File: src/rtl/game_scoreboard.sv
// Round timer, per-player BCD scores and persistent high score for the game cores.
// All values are registered packed BCD digits for direct hex_decoder use.
module game_scoreboard #(
  parameter int unsigned NUM_PLAYERS  = 2,
  parameter int unsigned SCORE_DIGITS = 2,
  parameter int unsigned TIME_DIGITS  = 4,
  parameter int unsigned TICK_CYCLES  = 50000000
) (
  input  logic                                 clk,
  input  logic                                 reset,
  input  logic                                 start,
  input  logic                                 game_over,
  input  logic                                 game_mode,
  input  logic [NUM_PLAYERS-1:0]               score_inc,
  output logic [TIME_DIGITS*4-1:0]             time_bcd,
  output logic [NUM_PLAYERS*SCORE_DIGITS*4-1:0] score_bcd,
  output logic [SCORE_DIGITS*4-1:0]            high_bcd,
  output logic                                 running,
  output logic                                 new_high
);

  localparam int unsigned SW = SCORE_DIGITS * 4;
  localparam int unsigned TW = TIME_DIGITS * 4;
  localparam int unsigned PW = (TICK_CYCLES > 2) ? $clog2(TICK_CYCLES) : 1;
  localparam logic [TW-1:0] TIME_MAX  = {TIME_DIGITS{4'h9}};
  localparam logic [SW-1:0] SCORE_MAX = {SCORE_DIGITS{4'h9}};

  typedef enum logic [1:0] {IDLE, RUN, OVER} state_t;

  state_t                      state;
  logic [PW-1:0]               presc;
  logic                        tick;
  logic [TW-1:0]               time_next;
  logic [NUM_PLAYERS*SW-1:0]   score_next;
  logic [SW-1:0]               p0_score;
  logic                        t_carry;
  logic                        s_carry;

  assign tick     = (presc == PW'(TICK_CYCLES - 1));
  assign p0_score = score_bcd[SW-1:0];

  // Saturating BCD increments: an all-9s value is left untouched.
  always_comb begin
    time_next = time_bcd;
    t_carry   = 1'b1;
    if (time_bcd != TIME_MAX) begin
      for (int unsigned i = 0; i < TIME_DIGITS; i++) begin
        if (t_carry) begin
          if (time_bcd[i*4 +: 4] == 4'd9) begin
            time_next[i*4 +: 4] = '0;
          end else begin
            time_next[i*4 +: 4] = time_bcd[i*4 +: 4] + 4'd1;
            t_carry = 1'b0;
          end
        end
      end
    end
  end

  always_comb begin
    score_next = score_bcd;
    s_carry    = 1'b0;
    for (int unsigned p = 0; p < NUM_PLAYERS; p++) begin
      s_carry = score_inc[p] && (score_bcd[p*SW +: SW] != SCORE_MAX);
      for (int unsigned i = 0; i < SCORE_DIGITS; i++) begin
        if (s_carry) begin
          if (score_bcd[p*SW + i*4 +: 4] == 4'd9) begin
            score_next[p*SW + i*4 +: 4] = '0;
          end else begin
            score_next[p*SW + i*4 +: 4] = score_bcd[p*SW + i*4 +: 4] + 4'd1;
            s_carry = 1'b0;
          end
        end
      end
    end
  end

  always_ff @(posedge clk or negedge reset) begin
    if (!reset) begin
      state     <= IDLE;
      presc     <= '0;
      time_bcd  <= '0;
      score_bcd <= '0;
      high_bcd  <= '0;
      running   <= 1'b0;
      new_high  <= 1'b0;
    end else begin
      case (state)
        IDLE, OVER: begin
          if (start) begin
            state     <= RUN;
            running   <= 1'b1;
            new_high  <= 1'b0;
            presc     <= '0;
            time_bcd  <= '0;
            score_bcd <= '0;
          end
        end
        RUN: begin
          // game_over outranks start here, and freezes this cycle's ticks and increments.
          if (game_over) begin
            state   <= OVER;
            running <= 1'b0;
            if (!game_mode && (p0_score > high_bcd)) begin
              high_bcd <= p0_score;
              new_high <= 1'b1;
            end
          end else begin
            presc     <= tick ? '0 : presc + PW'(1);
            score_bcd <= score_next;
            if (tick) time_bcd <= time_next;
          end
        end
        default: state <= IDLE;
      endcase
    end
  end

endmodule

File: config.mk
export PLATFORM = sky130hd
export DESIGN_NAME = game_scoreboard
export DESIGN_NICKNAME = d
export VERILOG_FILES = /design/src/rtl/game_scoreboard.sv
export SDC_FILE = /design/constraint.sdc
export NUM_CORES = 1
export LEC_CHECK = 0
export BUFFER_PORTS_ARGS = -buffer_cell sky130_fd_sc_hd__buf_4
export CAP_MARGIN = 20
export CORE_UTILIZATION = 35
export DETAILED_ROUTE_END_ITERATION = 12
export GPL_TIMING_DRIVEN = 0
export MAX_ROUTING_LAYER = met4
export PLACE_DENSITY = 0.6
export SLEW_MARGIN = 20
export SYNTH_ARGS = -nofsm -noshare
export SYNTH_HDL_FRONTEND = slang
export SYNTH_SLANG_ARGS = --single-unit
File: constraint.sdc
create_clock -name clk -period 2.12 [get_ports clk]
set_input_delay 0 -clock clk [delete_from_list [all_inputs] [get_ports clk]]
set_output_delay 0 -clock clk [all_outputs]
set_load 0.05 [all_outputs]
==> results.sh <==
export IMPL_outcome="complete, but fails checks"
export IMPL_violations="setup timing"
export IMPL_yosysSeqAreaShare_pct=43.06
export IMPL_crit_chain="ha_4, nand4_1, nor4_4, buf_6, nand3_4, or2_4, mux2_4"
export IMPL_drt_total_wl_um=9864
export IMPL_cts_tree="yes"
export IMPL_fill_cells=1064
export IMPL_setup_violations=2
export IMPL_vias=3556
export IMPL_post_drt_wl_per_cell_um=14.88
export IMPL_worst_pin_slew_ps=914.9
export IMPL_die_area_um2=12060
export IMPL_cts_sinks=70
export IMPL_ys_ff_latch=70
export IMPL_drtAntennaViolNets=0
export IMPL_p_leak_uw=0.002396
export IMPL_finalNonFillerCells=663
export IMPL_cts_root_buf="clkbuf_16"
export IMPL_maxSlewHeadroom_pct=38.36
export IMPL_final_hold_viol_count=0
export IMPL_final_setup_skew_ps=9.671
export IMPL_postSynthCellCount=427
export IMPL_firstDrtPassIters=5
export IMPL_cp_arrival_ps=2390
export IMPL_hold_class="primary input to register"
export IMPL_dp_cells=618
export IMPL_drc=0
export IMPL_drive_above_1_share_pct=30.19
export IMPL_portBuffers=48
export IMPL_crit_fanout=5
export IMPL_fin_crit_sh_pct=102.4
export IMPL_cp_num_buf_inv=1
export IMPL_htreeDepth=3
export IMPL_ys_types=57
export IMPL_grt_first_pass_wirelength_um=16140
export IMPL_syn_num_nets=459
export IMPL_startpoint_type="register"
export IMPL_finalPower_uw=4922
export IMPL_die_x_um=109.8
export IMPL_cp_top_family="simple AND/OR/NAND/NOR gates"
export IMPL_crit_type="register to register"
export IMPL_fp_dieH_um=109.8
export IMPL_avgSynthCellArea_um2=9.526
export IMPL_clk_pin_slew_worst_paths_ps=60
export IMPL_fmax_ghz=0.4606
export IMPL_fin_nets=547
export IMPL_endpoint_kind="register"
export IMPL_area_growth_syn_to_layout_pct=30.33
export IMPL_synth_edf_count=0
export IMPL_cpPeakStageDelay_ps=430
export IMPL_cp_slowest_cell="dfrtp_1"
export IMPL_clk_latency_ps=330
export IMPL_first_iter_violations=146
export IMPL_setup_ws_ps=-51.02
export IMPL_critPathRequiredTime_ps=2340
export IMPL_cts_made_buffers=9
export IMPL_final_common_cell="buf_4"
export IMPL_grt_start_max_net_pins=71
export IMPL_ioPinCount=49
export IMPL_overflow=0
export IMPL_synth_area_um2=4068
export IMPL_synthArstFlopShare_pct=100.0
export IMPL_antennaDiodeCount=0
export IMPL_start_util_pct=35.78
export IMPL_rsz0062_at_grt="true"
export IMPL_antenna_found_initial=0
export IMPL_layout_common_cells="77 x buf_4, 51 x dfrtp_1, 44 x nor2_1"
export IMPL_maxSlewViolCount=0
export IMPL_period_needed_ps=2171
export IMPL_rows=39
export IMPL_yosys_most_used_dff="dfrtp_1"
export IMPL_grt_total_usage_pct=17.77
export IMPL_fp_coreArea_um2=11370
export IMPL_grt_pass1_vias=3420
export IMPL_p_per_area_nw_per_um2=928.5
export IMPL_cts_buffer_depth=2
export IMPL_viasPerCell=5.363
export IMPL_final_core_util_pct=46.63
export IMPL_setup_tns_ps=-75.44
export IMPL_dp_hpwl_um=6711
export IMPL_ir_drop_v=0.0007906
export IMPL_gp_congestion=0.8286
export IMPL_maxCapViolCount=0
export IMPL_ys_warn_count=0
## metal layers
| layer | GRT usage [%] | routed length, um | up-vias |
|---|---|---|---|
| li1 | - | - | 1708 |
| met1 | 21.68 | 4473 | 1749 |
| met2 | 29.29 | 4819 | 87 |
| met3 | 2.786 | 369 | 12 |
| met4 | 7.238 | 201 | 0 |
| met5 | - | 0 | - |
## final timing paths
check	start	endpoint	slack, ps	cells after the start
max in group asynchronous	reset	presc[0]	1150	2
worst max register to register	presc[1]	time_bcd[13]	-50	7
worst min-delay path	score_inc[0]	score_bcd[1]	120	4
worst min register to register	running	running	480	2
worst max-delay path	presc[1]	time_bcd[13]	-50	7
min in group asynchronous	reset	high_bcd[0]	330	2
## through the flow
stage / hold WS (ps) / cell area (um^2) / setup WS [ps]
after floorplan: -295.6 / 4133 / 1.305
after global placement: 194.9 / 4672 / -308.8
after detailed placement: 199.5 / 4672 / -312.5
after CTS: 97.78 / 5149 / -50.37
after global routing: 152.1 / 5301 / -106.0
final: 115.4 / 5301 / -51.02
## cell type report
type                            instances  area, um^2  area share (%)
Multi-Input combinational cell        326        2345           44.23
Tap cell                              143       178.9           3.375
Sequential cell                        70        1775           33.49
Buffer                                 10       48.80          0.9205
Clock inverter                          7       51.30          0.9677
Inverter                               19       71.32           1.345
Clock buffer                            9       225.2           4.248
Timing Repair Buffer                   79       605.6           11.42
## worst min-delay path, delay by kind of cell
| family | cells | cell delay [ps] |
|---|---|---|
| compound gates | 3 | 320 |
| buf+inv | 1 | 90 |
## timing repair
action	in CTS	in global routing
pin swaps	12	9
buffers inserted	17	12
endpoints found under the setup margin	49	45
endpoints found under the hold margin	71	0
resized for setup	15	18
hold buffers	2	0
cloned	0	0
## sequential cells by signal, summed over array words and instances, names as in the netlist
name and flops:
time_bcd 16, new_high 1, score_bcd 16, state 2
high_bcd 8, running 1, presc 26
## cell families (layout without fill, tap and decap cells)
family | Yosys count | count (layout) | synth area share (%)
AOI/OAI and AO/OA | 63 | 63 | 10.09
xor gates and xnor gates | 25 | 25 | 5.383
adders and majority gates | 25 | 25 | 7.690
buffers and inverters | 31 | 124 | 2.922
DFF | 70 | 70 | 43.06
muxes | 14 | 14 | 3.814
and+or+nand+nor | 199 | 199 | 27.04
## Yosys cell counts, types with 8 or more instances
cell      instances  area share, %
nor3_1           11            1.4
dfrtp_1          70             43
mux2_2            8            2.2
nand2_1          36            3.3
nor2_1           47            4.3
xor2_1           15            3.2
o21ai_0          25            3.1
inv_1            18            1.7
ha_1             25            7.7
xnor2_1          10            2.2
clkbuf_1          8           0.74
nand4_1          17            2.6
nand3_1          26            3.2
nand3b_1          9            1.7
## where the power goes
group | switching, uW | internal [uW] | total, uW
sequential | 257 | 1530 | 1780
clock | 600 | 793 | 1390
combinational | 1140 | 602 | 1740
total | 2000 | 2920 | 4920
Power figures use the tool's default switching activity.
